File: src/rtl/cam_pixel_capture.sv
// OV7670 parallel-bus capture: pairs camera bytes into RGB565 pixels with a linear
// frame-buffer address, and flags malformed lines and over-long frames.
module cam_pixel_capture #(
    parameter int H_ACTIVE = 320,
    parameter int V_ACTIVE = 240,
    parameter int ADDR_W   = 17
) (
    input  logic              clk,
    input  logic              reset,
    input  logic              capture_en,
    input  logic              vsync,
    input  logic              href,
    input  logic [7:0]        cam_data,
    output logic [15:0]       pixel_out,
    output logic              pixel_valid,
    output logic [ADDR_W-1:0] pixel_addr,
    output logic              frame_done,
    output logic              line_err,
    output logic              ovf_err,
    output logic              busy
);
    // One extra bit so the counter can sit at H_ACTIVE*V_ACTIVE even when that equals 2^ADDR_W.
    localparam int CNT_W = ADDR_W + 1;
    localparam int X_W   = $clog2(H_ACTIVE + 2);
    localparam logic [CNT_W-1:0] PIX_TOTAL = CNT_W'(H_ACTIVE * V_ACTIVE);
    localparam logic [X_W-1:0]   X_FULL    = X_W'(H_ACTIVE);

    typedef enum logic [1:0] {IDLE, SYNC, ACTIVE} state_t;

    state_t           state, state_nxt;
    logic             vsync_q, href_q;
    logic             vsync_rise;
    logic             frame_start, frame_end;
    logic             phase;
    logic [7:0]       hi_byte;
    logic [CNT_W-1:0] addr_cnt;
    logic [X_W-1:0]   x_cnt;

    // Line length saturates one past H_ACTIVE so over-long lines never wrap back to a legal count.
    function automatic logic [X_W-1:0] sat_inc_x(input logic [X_W-1:0] x);
        return (x > X_FULL) ? x : x + 1'b1;
    endfunction

    assign vsync_rise  = vsync & ~vsync_q;
    assign frame_start = (state == SYNC) && !vsync;
    assign frame_end   = (state == ACTIVE) && vsync_rise;

    always_ff @(posedge clk) begin
        if (reset) state <= IDLE;
        else       state <= state_nxt;
    end

    always_comb begin
        state_nxt = state;
        case (state)
            IDLE:    if (capture_en && vsync) state_nxt = SYNC;
            SYNC:    if (!vsync) state_nxt = ACTIVE;
            ACTIVE:  if (vsync_rise) state_nxt = capture_en ? SYNC : IDLE;
            default: state_nxt = IDLE;
        endcase
    end

    always_comb begin
        busy = (state != IDLE);
    end

    always_ff @(posedge clk) begin
        if (reset) begin
            vsync_q     <= 1'b0;
            href_q      <= 1'b0;
            phase       <= 1'b0;
            hi_byte     <= 8'd0;
            addr_cnt    <= '0;
            x_cnt       <= '0;
            pixel_out   <= 16'd0;
            pixel_valid <= 1'b0;
            pixel_addr  <= '0;
            frame_done  <= 1'b0;
            line_err    <= 1'b0;
            ovf_err     <= 1'b0;
        end else begin
            vsync_q     <= vsync;
            // href history only counts inside a frame, so a line already high at frame start is not a falling edge.
            href_q      <= href && (state == ACTIVE);
            pixel_valid <= 1'b0;
            frame_done  <= frame_end;
            if (frame_start) begin
                addr_cnt <= '0;
                x_cnt    <= '0;
                phase    <= 1'b0;
                line_err <= 1'b0;
                ovf_err  <= 1'b0;
            end else if (frame_end) begin
                phase <= 1'b0;
                x_cnt <= '0;
            end else if (state == ACTIVE) begin
                if (href) begin
                    if (!phase) begin
                        hi_byte <= cam_data;
                        phase   <= 1'b1;
                    end else begin
                        phase <= 1'b0;
                        x_cnt <= sat_inc_x(x_cnt);
                        if (addr_cnt == PIX_TOTAL) begin
                            ovf_err <= 1'b1;
                        end else begin
                            pixel_out   <= {hi_byte, cam_data};
                            pixel_valid <= 1'b1;
                            pixel_addr  <= addr_cnt[ADDR_W-1:0];
                            addr_cnt    <= addr_cnt + 1'b1;
                        end
                    end
                end else if (href_q) begin
                    if (phase || (x_cnt != X_FULL)) line_err <= 1'b1;
                    phase <= 1'b0;
                    x_cnt <= '0;
                end
            end
        end
    end

endmodule

File: config.mk
export PLATFORM = sky130hd
export DESIGN_NAME = cam_pixel_capture
export DESIGN_NICKNAME = d
export VERILOG_FILES = /design/src/rtl/cam_pixel_capture.sv
export SDC_FILE = /design/constraint.sdc
export NUM_CORES = 1
export LEC_CHECK = 0
export CORE_ASPECT_RATIO = 1.5
export CORE_MARGIN = 1
export CORE_UTILIZATION = 35
export DETAILED_ROUTE_END_ITERATION = 6
export GPL_TIMING_DRIVEN = 0
export PLACE_DENSITY = 0.67
export RECOVER_POWER = 25
export SLEW_MARGIN = 0
export SYNTH_ARGS = -nofsm -noshare
export SYNTH_HDL_FRONTEND = slang
export SYNTH_SLANG_ARGS = --single-unit
File: constraint.sdc
create_clock -name clk -period 1.9 [get_ports clk]
set_input_delay 0.475 -clock clk [delete_from_list [all_inputs] [get_ports clk]]
set_output_delay 0.475 -clock clk [all_outputs]
set_load 0.02 [all_outputs]
==> metrics.csv <==
metric;value;unit
finalSetupViolations;0;
finalNonFillerCells;559;
dieArea;0.00964;mm^2
crit_family;buffers and inverters;
endpoint_kind;primary output;
clk_latency;0.34;ns
ir_worst_vdd;0.589;mV
p_leak;1.44;nW
synth_nets;400;
power;3.43;mW
crit_fanout;2;
hold_viol_final;0;
start_kind;register;
antenna_cells;0;
syn_area;0.00323;mm^2
drc;0;
critPathKind;register to primary output;
outcome;completed;
chipWidth;80.5;um
cp_cell_sequence;dlygate4sd3_1;
yosysSeqAreaShare;47.7;%
initialDrtViolationCount;151;
place_hpwl;5450;um
antenna_found_initial;0;
use_met2;29.2;%
vias;2831;
cts_hold_buf;0;
coreArea;0.00888;mm^2
required;1.42;ns
rows;42;
area_delta_synth_final;29.1;%
tritoncts;done;
synth_area_per_cell;8.44;um^2
fp.dieH;120;um
num_io_pins;51;
io_buffer_count;49;
maxCapViolCount;0;
finalClockSkew;0.00494;ns
grt_use_met3;4.64;%
grt_overflow;0;
root_buffer;clkbuf_16;
met1_usage;18.5;%
min_period;1.82;ns
worst_slew_margin_rel;59.4;%
worst_pin_slew;0.602;ns
start_util;36.4;%
ant_nets;0;
gp_congestion;0.856;
cellPowerDensity;822;mW/mm^2
htree_levels;3;
placed_cells;542;
synthCells;383;
max_stage_delay;0.67;ns
max-clock-path-buffers;2;
clock-sinks;77;
clkTransAtPathRegs;0.06;ns
vias_per_cell;5.06;
grt_pass1_wl;12400;um
yosysWarnings;0;
drive_gt1_share;9.58;%
cp.arrival;1.34;ns
fmax;550;MHz
top_usage_layer;met2;
final_nets;461;
firstDrtPassIters;4;
numCtsBuffers;9;
tns;0;ns
hp-class;register to register;
grt_pass1_vias;2714;
routed_wl;7470;um
cp_num_buf_inv;1;
ys_seq_elements;77;
post_drt_wl_per_cell;13.4;um
fin_crit_sh;95.6;%
grt_usage;17.0;%
grt_max_degree;15;
synth_cell_type_count;45;
cp_slowest_cell;dlygate4sd3_1;
drv_slew;0;
==> placed cells by master, fill, tap and decap left out, drive strengths merged, types with 7 or more instances in the layout <==
cell type      synthesis  routed
o21ai                 10      10
nand3                  8       8
mux2i                  8       8
clkbuf                 6      17
clkdlybuf4s50          0      37
nand2                 85      85
nor2                  44      44
dfxtp                 77      77
nor4                   7       7
xor2                   8       8
inv                   11      13
buf                   10       9
a21oi                 44      44
nand4                 10      10
dlygate4sd3            0      10
==> final cells by class <==
type | count | area, um^2
buffer | 16 | 95.1
clock buffer | 9 | 225
clock inverter | 7 | 73.8
fill | 854 | 4700
inverter | 11 | 41.3
multi-input combinational | 279 | 1570
sequential | 77 | 1540
tap | 110 | 138
timing repair buffer | 50 | 495
==> registers in the layout, summed over array words and instances, names as in the netlist, 2 cells and up <==
signal / cells
addr_cnt: 18
pixel_out: 16
hi_byte: 8
x_cnt: 9
pixel_addr: 17
state: 2
==> through the flow <==
stage	cell area [um^2]	util (%)	hold WS (ns)	worst slack (ns)
after global routing	4180	47.0	0.469	-0.00420
after detailed placement	3860	43.5	0.449	-0.318
after CTS	4170	46.9	0.458	0.0313
after global placement	3860	43.5	0.443	-0.277
final	4180	47.0	0.450	0.0830
after floorplan	3230	-	0.431	0.208
==> kinds of logic (layout without fill, tap and decap cells) <==
kind of cell | Yosys count | after routing | synth area share (%)
adders and majority gates | 4 | 4 | 1.55
DFF | 77 | 77 | 47.7
muxes | 8 | 8 | 2.48
and+or+nand+nor | 183 | 183 | 27.1
AOI/OAI and AO/OA | 70 | 70 | 13.3
buffers and inverters | 27 | 93 | 4.14
xor gates and xnor gates | 14 | 14 | 3.79
==> Yosys cell counts <==
cell type,n,area (um^2)
o21ai_0,9,45.0
o21a_1,1,7.51
o21ai_4,1,16.3
nor3_1,1,5.00
and2_1,1,6.26
nor3b_1,1,7.51
o221a_2,5,56.3
and3_1,3,18.8
nor2b_1,4,25.0
buf_2,5,25.0
a21o_1,2,15.0
mux2i_1,8,80.1
nand4_1,8,50.1
nor2_1,44,165
and4_4,2,22.5
a41o_1,1,10.0
xnor2_1,6,52.6
nand2_1,85,319
or3_1,4,25.0
nand3_1,7,35.0
nand4_2,2,25.0
o211ai_1,2,15.0
and4_1,2,17.5
nand2b_1,4,25.0
buf_4,1,7.51
and4_2,1,10.0
a2bb2oi_1,1,8.76
nor3_4,1,16.3
nand3_4,1,17.5
o211a_1,1,10.0
o2111ai_1,3,26.3
inv_1,11,41.3
or2_2,2,12.5
nor4_2,1,12.5
nor4_1,6,37.5
clkbuf_1,6,22.5
ha_1,4,50.1
and3_2,1,7.51
buf_6,3,33.8
xor2_1,8,70.1
buf_1,1,3.75
nand3b_1,1,7.51
a21oi_1,44,220
and2b_1,1,7.51
dfxtp_1,77,1540
==> timing repair <==
| item | CTS | global route |
|---|---|---|
| pin swaps | 1 | 2 |
| buffers inserted | 1 | 0 |
| setup endpoints to repair | 2 | 34 |
| gates resized for setup | 1 | 4 |
| cloned | 0 | 0 |
==> where the power goes <==
part	internal, mW	total (mW)	leakage, nW	switching, mW
logic	0.0389	0.0977	0.677	0.0588
clock network	1.02	1.71	0.146	0.688
registers	1.62	1.62	0.620	0.00422
==> per-layer routing <==
metal  up-vias  wire [um]
met3        12        280
met5         -          0
met4         0        189
li1       1428          -
met2        47       3950
met1      1344       3050
==> worst paths after layout <==
check                start       endpoint  slack (ns)  cells after the start
max           pixel_out[0]   pixel_out[0]        0.08                      1
min          pixel_addr[6]  pixel_addr[6]        0.45                      2
max reg2reg    addr_cnt[6]   pixel_out[6]        0.09                      7
min reg2reg  pixel_addr[6]  pixel_addr[6]        0.45                      2
(Power assumes the default switching activity.)
